$ cat config.mk
export PLATFORM = sky130hd
export DESIGN_NAME = odd_up_down_counter
export DESIGN_NICKNAME = d
export VERILOG_FILES = /design/src/rtl/odd_up_down_counter.sv
export SDC_FILE = /design/constraint.sdc
export NUM_CORES = 1
export LEC_CHECK = 0
export CAP_MARGIN = 25
export CORE_AREA = 8 8 45 47
export CTS_CLUSTER_SIZE = 40
export DETAILED_ROUTE_END_ITERATION = 10
export DIE_AREA = 0 0 53 55
export MAX_ROUTING_LAYER = met4
export PLACE_DENSITY = 0.3
export SLEW_MARGIN = 20
export SYNTH_ARGS = -nofsm -noshare
export SYNTH_HDL_FRONTEND = slang
export SYNTH_SLANG_ARGS = --single-unit
$ cat constraint.sdc
create_clock -name clk -period 1.3 [get_ports clk]
set_clock_uncertainty 0.05 [all_clocks]
set_input_delay 0.325 -clock clk [delete_from_list [all_inputs] [get_ports clk]]
set_output_delay 0.325 -clock clk [all_outputs]
set_load 0.05 [all_outputs]
$ cat src/rtl/odd_up_down_counter.sv
// odd_up_down_counter: odd-only up/down counter (1..2^WIDTH-1); define ODD_COUNTER_SATURATE_EN to saturate instead of wrap
module odd_up_down_counter #(
  parameter int WIDTH = 4
) (
  input  logic             clk,
  input  logic             reset,
  input  logic             Y,
  output logic [WIDTH-1:0] out,
  output logic             wrap
);
  logic [WIDTH-2:0] k, k_next;
  logic             wrap_next, at_max, at_min;
  always_comb begin
    at_max = &k;
    at_min = ~|k;
`ifdef ODD_COUNTER_SATURATE_EN
    k_next    = Y ? (at_max ? k : k + 1'b1) : (at_min ? k : k - 1'b1);
    wrap_next = 1'b0;
`else
    k_next    = Y ? k + 1'b1 : k - 1'b1;
    wrap_next = Y ? at_max : at_min;
`endif
  end
  always_ff @(posedge clk) begin
    if (reset) begin
      k    <= '0;
      wrap <= 1'b0;
    end else begin
      k    <= k_next;
      wrap <= wrap_next;
    end
  end
  assign out = {k, 1'b1};
endmodule

# --- Yosys cells after proc, flatten, opt, wreduce, memory -nomap -nowiden ---
# Index checks and enable logic that the tools add are counted.
totals:
  regBits: 4
  input_bits: 3
classes:
  add_sub_neg: 2
  n_mux: 2
  reduce_logical: 3
ops:
  columns: ["op", "n"]
  rows:
  - ["adder 3 x 1 -> 3 bit, second input constant", 1]
  - ["2-to-1 mux 3 bit", 1]
  - ["AND reduction 3 bit", 1]
  - ["OR reduction 3 bit", 1]
  - ["subtractor 3 x 1 -> 3 bit, second input constant", 1]
  - ["logical NOT 1 bit", 1]
  - ["2-to-1 mux 1 bit", 1]

# --- Logic depth before layout (Yosys ltp) ---
logic_depth:
  depth_word: 3
  ltp_mapped: 4

# --- Least setup slack after synthesis ---
# OpenSTA, ideal clock, no wires.
synth_timing:
  kind: "flip-flop to flip-flop"
  startpoint: "register k[0]"
  endpoint: "register k[1]"
  setup_ps: 114
  arrival_ps: 1299
  required_time_ps: 1136
  path_slack_ps: -163
  path_stages_with_launch: 3
  n_path_buf: 0
  cell_sequence: "dfxtp_1 -> fa_1 -> nor2b_1"
synth_via:
  elab_chain_cells: 2
  elab_cells_between_ends: 3
  classes_between: "add/sub (2); mux (1)"
synth_lines:
  columns: ["item", "line_no", "rtl"]
  rows:
  - ["from (decl)", "11", "logic [WIDTH-2:0] k, k_next;"]
  - ["from (signal assigned)", "29", "k <= k_next;"]
  - ["subtractor 3 x 1 -> 3 bit or adder 3 x 1 -> 3 bit (tied branches)", "20", "k_next = Y ? k + 1'b1 : k - 1'b1;"]
  - ["2-to-1 mux 3 bit (*)", "20", null]
  - ["net k_next[1]", "11", null]
# The timed path passes the listed nets; every way through them passes the cells marked *.
# A chain may end at the register's enable or synchronous reset.

# --- Worst setup path in the final report ---
layout_timing:
  startpoint: "register k[1]"
  endpoint: "output out[2]"
layout_rtl:
  columns: ["item", "line_no", "rtl"]
  rows:
  - ["to (decl)", "8", "output logic [WIDTH-1:0] out,"]
# No word-level cell between the ends.

==> impl_metrics.yaml <==
cts:
  clock_latency_ps: 230
  ctsHoldBuffers: 0
  cts_buffer_depth: 2
  cts_tree: "yes"
  clk_pin_slew_worst_paths_ps: 40
  cts_setup_buffers: 0
  cts_inserted_buffers: 3
  cts_num_sinks: 4
  cts_root_buf: "clkbuf_4"
  htree_levels: 1
setup_path:
  ff2ff_setup_slack_ps: 180
  start_kind: "flip-flop"
  crit_fanout: 4
  path_depth: 1
  cp_top_family: "flip-flops"
  path_buf_inv: 1
  r2r_cells: 2
  cp-end-kind: "output pin"
  slowest_stage: "dfxtp_2"
  cp.required_ps: 930
  slowest_delay_ps: 370
  crit_end: "out[2]"
  worstSetupPathType: "flip-flop to output pin"
  timing.rr.start: "k[1]"
  crit_path_start: "k[1]"
  arrival_ps: 750
  crit_chain: "buf_12"
  r2r_end: "wrap"
yosys:
  netlist_instances: 15
  ys_ff_latch: 4
  avgSynthCellArea_um2: 11.4
  synth_cell_types: 11
  synth_area_um2: 171
  yosysWarnings: 0
  synth_nets: 19
  seq_area_frac_synth: 0.467
sta:
  setup-violations-final: 0
  rsz0062_at_grt: "no"
  worst_slack_ps: 175
  hold_violations: 0
  slew_violations: 0
  fin_crit_sh: 0.865
  fin_crit_ps: 1120
  fmax_mhz: 889
  fin_setup_tns_ps: 0
route:
  via_per_inst: 3.23
  detail_route.first_pass.iterations: 2
  route.detailed.drc: 0
  detail-route-antenna-nets: 0
  num_vias: 129
  drt_wl_total_um: 356
  avgRoutedWirePerCell_um: 8.90
  first_iter_violations: 1
grt:
  grt_pass1_wl_um: 565
  grt_usage: 0.0344
  grt_max_degree: 6
  grt_pass1_vias: 137
  antenna_found_initial: 0
  grt_overflow: 0
die:
  initial_core_util: 0.124
  coreArea_mm2: 0.00138
  dieHeight_um: 55
  rows: 14
  die_width_um: 53
  io_pins: 8
  fp.dieArea_mm2: 0.00292
job:
  drv_cap: 0
run_status:
  outcome: "finished clean"
place:
  port_buffers: 6
  dp_hpwl_um: 299
  gp_congestion: 0.607
  place_ws_ps: -411
  dp.cells: 37
layout:
  final_nets: 30
  fin_cells: 40
  final_layout_size_suffix_gt1_frac: 0.542
  diodes: 0
  multi_input_area_um2: 82.6
  ff_latch_area_um2: 86.3
  fill_cells: 156
  area_delta_synth_final_pct: 88.3
power:
  p_leak_nw: 0.136
  ir_worst_vdd_v: 0.000433
  pwr_density_cell_mw_per_mm2: 1620
hold_path:
  whs_path_depth: 1
  hold_path_class: "flip-flop to flip-flop"
[synth_stat cells, drive strengths merged]
| cell type | number | area, um^2 |
|---|---|---|
| a21oi | 1 | 5.00 |
| conb | 1 | 3.75 |
| inv | 1 | 3.75 |
| xor3 | 1 | 23.8 |
| fa | 1 | 20.0 |
| dfxtp | 4 | 80.1 |
| nor2b | 1 | 6.26 |
| nor2 | 2 | 7.51 |
| or4 | 1 | 7.51 |
| nand4 | 1 | 6.26 |
| buf | 1 | 7.51 |
[cells in the final DEF, fill, tap and decap left out, types with 2 or more instances in the layout]
cell      netlist  final
buf_12          0      4
clkbuf_4        0      3
nor2_1          2      2
dfxtp_2         0      2
[state kept, by name, indices dropped and copies added, names as in the netlist]
signal and flops:
k 3, wrap 1
[cell families (layout without fill, tap and decap cells)]
logic type	Yosys count	count (layout)	synth area share
AND/OR/NAND/NOR	5	5	0.161
flip-flops	4	4	0.467
buffers and inverters	2	11	0.0657
adder cells (fa/ha/maj)	1	1	0.117
other	1	1	0.0219
AO/OA/AOI/OAI	1	1	0.0292
XOR/XNOR	1	1	0.139
[stage by stage]
stage / hold WS [ps] / power [mW] / cell area, um^2 / util
4_1_cts: 447 / 0.542 / 320 / 0.231
3_5_place_dp: 436 / 0.378 / 295 / 0.213
5_1_grt: 434 / 0.561 / 323 / 0.233
2_1_floorplan: 334 / 0.277 / 175 / -
6_report: 414 / 0.523 / 323 / 0.233
3_3_place_gp: 429 / 0.376 / 295 / 0.213
[final cells by class]
type | instances | share of cell area
clock buffers | 3 | 0.0698
inverters | 1 | 0.0116
multi-input cells | 9 | 0.256
flip-flops and latches | 4 | 0.267
well taps | 16 | 0.0620
repair buffers | 7 | 0.333
[how the worst min path moves through the flow]
stage / to / from / slack [ps]
floorplan: k[0] / reset / 330
global placement: k[0] / k[0] / 430
detailed placement: k[0] / k[0] / 440
CTS: k[0] / k[0] / 450
global route: k[0] / k[0] / 430
finish: k[0] / k[0] / 410
[metal layers]
| metal | track usage | share of wire | vias to the layer above |
|---|---|---|---|
| met5 | - | 0 | - |
| met4 | 0.0129 | 0 | 0 |
| met3 | 0.0588 | 0.15 | 0 |
| met2 | 0.0410 | 0.46 | 4 |
| met1 | 0.0230 | 0.38 | 59 |
| li1 | - | - | 66 |
[where the power goes]
group	leakage, nW	total (mW)	switching (mW)	internal [mW]
clock	0.0138	0.151	0.0478	0.103
sequential	0.0343	0.171	0.0267	0.145
combinational	0.0878	0.201	0.0928	0.108
total	0.136	0.523	0.167	0.356
[what timing repair did]
item	in CTS	in global routing
endpoints found under the setup margin	3	1
endpoints found under the hold margin	0	0
pin swaps	1	1
resized for setup	4	1
Power figures use the tool's default switching activity.
